[src/rtl/spi_pkg.sv]
// Shared definitions for the SPI-lite master transfer engine.
package spi_pkg;

    typedef enum logic [1:0] {
        IDLE,
        LEAD,
        XFER,
        TRAIL
    } spi_state_e;

    localparam int unsigned SPI_DATA_W_DEF = 8;

    // Counter width able to hold 0..2*data_w SCLK edges.
    function automatic int unsigned edge_cnt_w(input int unsigned data_w);
        return $clog2(2 * data_w + 1);
    endfunction

endpackage

[src/rtl/spi_shift_reg.sv]
// TX/RX shift register pair of the SPI transfer engine.
// Optional bit-order mux enabled by macro SPI_LSBFE_EN.
module spi_shift_reg
    import spi_pkg::*;
#(
    parameter int unsigned DATA_W = SPI_DATA_W_DEF
) (
    input  logic              clk_i,
    input  logic              rst_n,
    input  logic              load_i,
    input  logic              pre_shift_i,
    input  logic              shift_out_i,
    input  logic              shift_in_i,
    input  logic              lsbfe_i,
    input  logic [DATA_W-1:0] data_i,
    input  logic              miso_i,
    output logic              first_bit_o,
    output logic              next_bit_o,
    output logic [DATA_W-1:0] rx_o
);

    logic [DATA_W-1:0] tx_sr;
    logic [DATA_W-1:0] rx_sr;
    logic              lsb;

`ifdef SPI_LSBFE_EN
    assign lsb = lsbfe_i;
`else
    logic unused_lsbfe;
    assign unused_lsbfe = lsbfe_i;
    assign lsb          = 1'b0;
`endif

    assign first_bit_o = lsb ? data_i[0] : data_i[DATA_W-1];
    assign next_bit_o  = lsb ? tx_sr[0]  : tx_sr[DATA_W-1];
    assign rx_o        = rx_sr;

    // When the first bit is driven at load time (pre_shift) it is dropped from
    // tx_sr so that every later shift edge simply takes the register head.
    always_ff @(posedge clk_i or negedge rst_n) begin
        if (!rst_n) begin
            tx_sr <= '0;
            rx_sr <= '0;
        end else if (load_i) begin
            if (pre_shift_i) begin
                tx_sr <= lsb ? (data_i >> 1) : (data_i << 1);
            end else begin
                tx_sr <= data_i;
            end
            rx_sr <= '0;
        end else begin
            if (shift_out_i) begin
                tx_sr <= lsb ? (tx_sr >> 1) : (tx_sr << 1);
            end
            if (shift_in_i) begin
                rx_sr <= lsb ? {miso_i, rx_sr[DATA_W-1:1]} : {rx_sr[DATA_W-2:0], miso_i};
            end
        end
    end

endmodule

[src/rtl/spi_xfer_engine.sv]
// Byte-transfer engine of the APB SPI-lite master: frames one transfer with
// slave select, shifts MOSI and captures MISO on baud-generator SCLK edges.
// Optional LSB-first support enabled by macro SPI_LSBFE_EN.
module spi_xfer_engine
    import spi_pkg::*;
#(
    parameter int unsigned DATA_W = SPI_DATA_W_DEF
) (
    input  logic              clk_i,
    input  logic              rst_n,
    input  logic              start_i,
    input  logic              abort_i,
    input  logic              cpha_i,
    input  logic              lsbfe_i,
    input  logic [DATA_W-1:0] tx_data_i,
    input  logic              sclk_i,
    input  logic              sample_i,
    input  logic              miso_i,
    output logic              sclk_en_o,
    output logic              ss_n_o,
    output logic              mosi_o,
    output logic [DATA_W-1:0] rx_data_o,
    output logic              busy_o,
    output logic              done_o
);

    localparam int unsigned      CNT_W     = edge_cnt_w(DATA_W);
    localparam logic [CNT_W-1:0] EDGE_MAX  = CNT_W'(2 * DATA_W);
    localparam logic [CNT_W-1:0] LAST_EDGE = CNT_W'(2 * DATA_W - 1);

    spi_state_e        state, state_nxt;
    logic              sclk_q;
    logic [CNT_W-1:0]  edge_cnt, edge_cnt_nxt;
    logic              sclk_en_nxt, ss_n_nxt, mosi_nxt, done_nxt;
    logic [DATA_W-1:0] rx_nxt;
    logic              load, shift_out, shift_in;
    logic              first_bit, next_bit;
    logic [DATA_W-1:0] rx_sr;
    logic              sclk_edge, samp_edge, shft_edge, last_edge;

    assign sclk_edge = (sclk_i ^ sclk_q) & (state == XFER);
    assign samp_edge = sclk_edge & sample_i;
    assign shft_edge = sclk_edge & ~sample_i;
    assign last_edge = sclk_edge & (edge_cnt == LAST_EDGE);
    assign busy_o    = (state != IDLE);

    spi_shift_reg #(
        .DATA_W(DATA_W)
    ) u_shift_reg (
        .clk_i       (clk_i),
        .rst_n       (rst_n),
        .load_i      (load),
        .pre_shift_i (~cpha_i),
        .shift_out_i (shift_out),
        .shift_in_i  (shift_in),
        .lsbfe_i     (lsbfe_i),
        .data_i      (tx_data_i),
        .miso_i      (miso_i),
        .first_bit_o (first_bit),
        .next_bit_o  (next_bit),
        .rx_o        (rx_sr)
    );

    // State, edge-detect and registered-output update.
    always_ff @(posedge clk_i or negedge rst_n) begin
        if (!rst_n) begin
            state     <= IDLE;
            sclk_q    <= 1'b0;
            edge_cnt  <= '0;
            sclk_en_o <= 1'b0;
            ss_n_o    <= 1'b1;
            mosi_o    <= 1'b0;
            done_o    <= 1'b0;
            rx_data_o <= '0;
        end else begin
            state     <= state_nxt;
            sclk_q    <= sclk_i;
            edge_cnt  <= edge_cnt_nxt;
            sclk_en_o <= sclk_en_nxt;
            ss_n_o    <= ss_n_nxt;
            mosi_o    <= mosi_nxt;
            done_o    <= done_nxt;
            rx_data_o <= rx_nxt;
        end
    end

    // Next-state and next-output decode; abort overrides every state.
    always_comb begin
        state_nxt    = state;
        edge_cnt_nxt = edge_cnt;
        sclk_en_nxt  = sclk_en_o;
        ss_n_nxt     = ss_n_o;
        mosi_nxt     = mosi_o;
        done_nxt     = 1'b0;
        rx_nxt       = rx_data_o;
        load         = 1'b0;
        shift_out    = 1'b0;
        shift_in     = 1'b0;
        if (abort_i) begin
            state_nxt   = IDLE;
            sclk_en_nxt = 1'b0;
            ss_n_nxt    = 1'b1;
        end else begin
            case (state)
                IDLE: begin
                    ss_n_nxt    = 1'b1;
                    sclk_en_nxt = 1'b0;
                    // done_o high means the previous frame closed this cycle.
                    if (start_i && !done_o) begin
                        load         = 1'b1;
                        edge_cnt_nxt = '0;
                        state_nxt    = LEAD;
                        if (!cpha_i) begin
                            mosi_nxt = first_bit;
                        end
                    end
                end
                LEAD: begin
                    ss_n_nxt  = 1'b0;
                    state_nxt = XFER;
                end
                XFER: begin
                    sclk_en_nxt = 1'b1;
                    if (sclk_edge) begin
                        if (edge_cnt != EDGE_MAX) begin
                            edge_cnt_nxt = edge_cnt + CNT_W'(1);
                        end
                        shift_in = samp_edge;
                        if (shft_edge && !last_edge) begin
                            shift_out = 1'b1;
                            mosi_nxt  = next_bit;
                        end
                        if (last_edge) begin
                            sclk_en_nxt = 1'b0;
                            state_nxt   = TRAIL;
                        end
                    end
                end
                TRAIL: begin
                    rx_nxt    = rx_sr;
                    done_nxt  = 1'b1;
                    ss_n_nxt  = 1'b1;
                    state_nxt = IDLE;
                end
                default: state_nxt = IDLE;
            endcase
        end
    end

endmodule
[config.mk]
export PLATFORM = sky130hd
export DESIGN_NAME = spi_xfer_engine
export DESIGN_NICKNAME = d
export VERILOG_FILES = /design/src/rtl/spi_pkg.sv /design/src/rtl/spi_shift_reg.sv /design/src/rtl/spi_xfer_engine.sv
export SDC_FILE = /design/constraint.sdc
export NUM_CORES = 1
export LEC_CHECK = 0
export BUFFER_PORTS_ARGS = -buffer_cell sky130_fd_sc_hd__buf_4
export CAP_MARGIN = 20
export CELL_PAD_IN_SITES_DETAIL_PLACEMENT = 0
export CELL_PAD_IN_SITES_GLOBAL_PLACEMENT = 1
export CORE_MARGIN = 4
export CORE_UTILIZATION = 47
export DETAILED_ROUTE_END_ITERATION = 7
export PLACE_DENSITY = 0.92
export SETUP_SLACK_MARGIN = 0.1
export SLEW_MARGIN = 20
export SYNTH_ARGS = -nofsm -noshare
export SYNTH_HDL_FRONTEND = slang
export SYNTH_SLANG_ARGS = --single-unit
[constraint.sdc]
create_clock -name clk_i -period 2.92 [get_ports clk_i]
set_input_delay 0.584 -clock clk_i [delete_from_list [all_inputs] [get_ports clk_i]]
set_output_delay 0.584 -clock clk_i [all_outputs]
set_load 0.01 [all_outputs]
# After elaboration in Yosys (flattened, before gate mapping)
# Cells that the tools add are included.
[word_totals]
register_bits = 36
in_bits = 17
[op_classes]
n_addsub = 1
n_eq_ne = 13
mux = 37
bitwise = 7
reduce_logical = 16
[op_table]
columns = ["op", "count"]
rows = [
  ["8-bit two-way mux", 5],
  ["1-bit two-way mux", 20],
  ["5-bit two-way mux", 3],
  ["5-bit one-hot mux with 2 select lines", 1],
  ["3-bit != test (second input constant)", 3],
  ["2-bit two-way mux", 4],
  ["2-bit one-hot mux with 4 select lines", 1],
  ["2-bit nonzero test", 4],
  ["2-bit != test (second input constant)", 3],
  ["1-bit one-hot mux with 2 select lines", 3],
  ["6-bit AND reduction", 1],
  ["3-bit nonzero test", 2],
  ["5-bit by 1-bit adder with 5-bit output (second input constant)", 1],
  ["5-bit by 4-bit == test with 1-bit output (second input constant)", 1],
  ["5-bit != test (second input constant)", 1],
  ["5-bit AND reduction", 1],
  ["1-bit AND", 4],
  ["2-bit == test (second input constant)", 2],
  ["2-bit by 1-bit != test with 1-bit output (second input constant)", 2],
  ["3-bit AND reduction", 1],
  ["2-bit by 1-bit == test with 1-bit output (second input constant)", 1],
  ["1-bit logical AND", 2],
  ["1-bit logical NOT", 2],
  ["2-bit logical NOT", 1],
  ["other kinds (4)", 5],
]

# Depth between registers and ports, before layout
[depth]
depth_word = 11
ltp_mapped = 8
mapped_depth_nobuf = 7

# Cells and area by module
# Synthesis repeated with hierarchy kept, for this count alone.
[unflattened]
cells_unflattened = 155
area_unflattened_um2 = 1868.0
[modules_own_cells]
columns = ["mod", "n_inst", "cells_per_inst", "area_each_um2"]
rows = [
  ["spi_xfer_engine", 1, 93, 1068.5],
  ["spi_shift_reg", 1, 62, 799.5],
]

# Worst setup path before layout
# OpenSTA, ideal clock, no wires.
[synth_path]
kind = "register to register"
start = "register edge_cnt[0]"
end = "register u_shift_reg.tx_sr[4]"
setup_time_ns = 0.142
arrival_ns = 1.758
required_ns = 2.778
path_slack_ns = 1.019
stages_incl_launch_ff = 7
path_buffers = 1
period_less_slack_ns = 1.901
cell_sequence = "dfrtp_1 ha_1 and3_1 ha_1 a2111oi_4 buf_4 o221ai_1"
[synth_between]
elab_chain_cells = 9
[synth_lines]
columns = ["item", "line_no", "text"]
rows = [
  ["start: declaration", "spi_xfer_engine.sv:33", "logic [CNT_W-1:0] edge_cnt, edge_cnt_nxt;"],
  ["start signal: assignment", "spi_xfer_engine.sv:78", "edge_cnt <= edge_cnt_nxt;"],
  ["5-bit by 4-bit == test with 1-bit output", "spi_xfer_engine.sv:44", "assign last_edge = sclk_edge & (edge_cnt == LAST_EDGE);"],
  ["1-bit AND", "spi_xfer_engine.sv:44", ""],
  ["1-bit logical NOT", "spi_xfer_engine.sv:129", "if (shft_edge && !last_edge) begin"],
  ["1-bit logical AND", "spi_xfer_engine.sv:129", ""],
  ["1-bit two-way mux", "spi_xfer_engine.sv:129", ""],
  ["1-bit two-way mux", "spi_xfer_engine.sv:124", "if (sclk_edge) begin"],
  ["1-bit two-way mux", "spi_xfer_engine.sv:104", "case (state)"],
  ["1-bit two-way mux", "spi_xfer_engine.sv:99", "if (abort_i) begin"],
  ["2-bit nonzero test (no source line)", "n/a", ""],
  ["end signal: assignment", "spi_shift_reg.sv:46", "tx_sr <= lsb ? (data_i >> 1) : (data_i << 1);"],
  ["end signal: assignment", "spi_shift_reg.sv:48", "tx_sr <= data_i;"],
  ["end signal: assignment", "spi_shift_reg.sv:53", "tx_sr <= lsb ? (tx_sr >> 1) : (tx_sr << 1);"],
  ["end: declaration", "spi_shift_reg.sv:22", "logic [DATA_W-1:0] tx_sr;"],
]
# Every way passes these cells.
# A chain may end at the register's enable or synchronous reset.

# Worst setup path in the final report
[layout_path]
start = "register edge_cnt[0]"
end = "register u_shift_reg.tx_sr[7]"
# Same word-level chain as after synthesis.

==> impl_results.md <==
* DR vias/cell at approximately 5.4
* Non-Filler Instances at 244
* Pwr Total at between 0.0015 and 0.002 W
* Post-route cell area at 2200 µm²
* Placed cell area at 2110 µm²
* Largest family of logic cells by synthesized area: multiplexers
* HPWL Detailed at ~2600 µm
* Clock root buffer master: clkbuf_8
* Yosys warning total at 0
* I/O Buffers at 28
* XOR/XNOR share of the synthesized area at 0.00868
* Worst R2R Setup Slack at ~0.57 ns
* Setup_tns at 0 ns
* Total track usage at 0.147
* Slew Viols, Final at 0
* Global-route wire length before repair at roughly 5900 µm
* Leading area contributor after synthesis: dfrtp_1
* Starting density of the core at 0.501
* Reg2reg start: edge_cnt[0]
* Count leader, synth: dfrtp_1
* Critical Path AT at about 2.5 ns
* Slew at the pin closest to its max-slew limit at about 0.8 ns
* CTS H-tree lvls at 2
* Simple-Gate Fraction of Synth Area at 0.152
* Vias at between 1,000 and 1,500
* Synth Area in Compound Gates at 0.105
* Seq/Total Area, Yosys at 0.481
* Final setup viols at 0
* CTS tree: built
* DP Cell Count at ~240
* Share of layout cells above drive strength 1 at 0.260
* Post-CTS sizing at 0
* Routability cong. at ~0.73
* Max cap viols at 0
* Clock sink total at 36
* Grt total ovfl at 0
* Minimum clock period at 2.35 ns
* Mapped Area at 1870 µm²
* Mean Syn Cell Area at approximately 11 µm²
* DRT Pass-1 Iters at 4
* Clock skew at around 0.0082 ns
* DR iter-0 viols at a little under 80
* Total wire length at 3540 µm
* Mux cell area share after synthesis at 0.160
* Leak at 1.03 nW
* Critical Setup Path Class: register to register
* Initial antenna violation count at 0
* Async SR Flop Fraction at 1.00
* Syn nets at ~190
* Worst hold path class: input pin to asynchronous set/reset pin
* Main flop type after synthesis: dfrtp_1
* Util after Layout at 0.588
* Chip Width at just over 70 µm
* # hold bufs at CTS at 0
* Largest net degree at the start of global routing at 37
* DIE HEIGHT at a little over 70 µm
* CORE AREA at 3740 µm²
* Post-Syn Instances at 168
* Area grow syn2layout at 17.4%
* Highest clock rate at ~430 MHz
* Synth top area cells: dfrtp_1 47%, mux2i_1 11%, ha_1 5.3%
* Postcts setup bufs at 0
* Post-synth EDFFs at 0
* Rows at 22
* Antenna violation net count after detailed routing at 0
* P per Cell Area at around 680 nW/µm²
* Die area at between 5000 and 6000 µm²
* Unrepaired setup endpoints after global routing: no
* # fillers at ~340
* N_diodes at 0
* R2r worst-path depth at 6
* Skew-Pair Late Insertion Delay at 0.29 ns
* CTS max path bufs at 2
* Fin. Hold Viols at 0
* Max-slew headroom at 0.465
* Drc violations at 0
* Crit-path max FO at 14
* Startpoint types: register
* Most instantiated cells after synthesis: 35 x dfrtp_1, 21 x mux2i_1, 14 x nand2_1
* FF-to-FF End: u_shift_reg.tx_sr[7]
* Fin nets at 220
* Number of global-route vias before repair at about 1,300
* Yosys cell types at 37
* Tcrit/Tclk final at 0.804
* Worst-path clk slew at 0.07 ns
* Routed WL per cell at 14.5 µm
* CTS Buf Count at 5
* Result of the run: finished, final reports clean
* Ports at 30
* Flops & latches, synth at 36
* CP endpoint kind: register
* Peak VDD IR at ~0.00044 V
* Post-synth top area share at 0.467
* Req. time, crit path at approximately 3.1 ns
* Post-synthesis adder-cell area fraction at 0.0534
cell families after synthesis:
| logic type | count (synthesis) |
|---|---|
| simple gates | 53 |
| flops | 36 |
| mux | 29 |
| compound gates | 23 |
| buf+inv | 18 |
| fa+ha+maj | 8 |
| xor+xnor | 1 |
per-layer routing:
layer  wire (µm)  global-route usage  up-vias
li1            -                   -      641
met3         151              0.0384        4
met4          25              0.0564        0
met1        1500               0.171      645
met2        1860               0.257       19
met5           0                   0        -
placed cells by master, fill, tap and decap left out, drive strengths merged:
master	n
nand3	9
dfstp	1
xnor2	1
o221ai	7
o21a	2
nand2b	7
a2111oi	1
a21oi	3
clkbuf	6
o211ai	1
and2	1
inv	10
nor3b	1
clkinv	2
nand4b	1
o21ai	2
nand4	2
nand4bb	1
ha	8
nand2	14
and3	1
dfrtp	35
mux2	8
nor2b	2
or3	1
a221oi	1
o21bai	1
nor2	10
a21o	2
nor3	3
mux2i	21
buf	28
a211oi	3
stage by stage:
step	hold slack [ns]	worst slack, ns
global route	0.271	0.433
floorplan	0.288	1.02
detailed placement	0.494	0.572
CTS	0.258	0.558
finish	0.247	0.572
global placement	0.484	0.652
how the worst max path moves through the flow:
stage,start,to,slack (ns)
finish,edge_cnt[0],u_shift_reg.tx_sr[7],0.57
global route,edge_cnt[0],u_shift_reg.tx_sr[7],0.43
CTS,edge_cnt[0],u_shift_reg.tx_sr[7],0.56
detailed placement,edge_cnt[0],u_shift_reg.tx_sr[7],0.57
global placement,edge_cnt[0],u_shift_reg.tx_sr[7],0.65
floorplan,edge_cnt[0],u_shift_reg.tx_sr[4],1.02
worst max-delay path, cell delays in order (launching register included):
cell and delay, ns:
dfrtp_1 0.40, ha_1 0.23, and3_1 0.21, ha_1 0.24, a2111oi_4 0.79, mux2i_1 0.26
a21oi_1 0.08
final cells by class:
cell class / count / area [µm²] / share of cell area
multi-input combinational: 114 / 897 / 0.408
clock buffer: 6 / 82.6 / 0.0375
sequential: 36 / 902 / 0.410
inverter: 10 / 37.5 / 0.0171
clock inverter: 2 / 10.0 / 0.00455
timing repair buffer: 28 / 210 / 0.0956
tap: 48 / 60.1 / 0.0273
power by group:
group          switching, W  internal [W]
combinational      0.000284      0.000209
clock              0.000174      0.000188
sequential        0.0000592      0.000588
flip-flops by register name, indices dropped and copies added, names as in the netlist:
| signal | cells |
|---|---|
| done_o | 1 |
| edge_cnt | 5 |
| mosi_o | 1 |
| rx_data_o | 8 |
| sclk_en_o | 1 |
| sclk_q | 1 |
| ss_n_o | 1 |
| state | 2 |
| u_shift_reg.rx_o | 8 |
| u_shift_reg.tx_sr | 8 |
No activity file was read; power rests on OpenSTA's default activity.
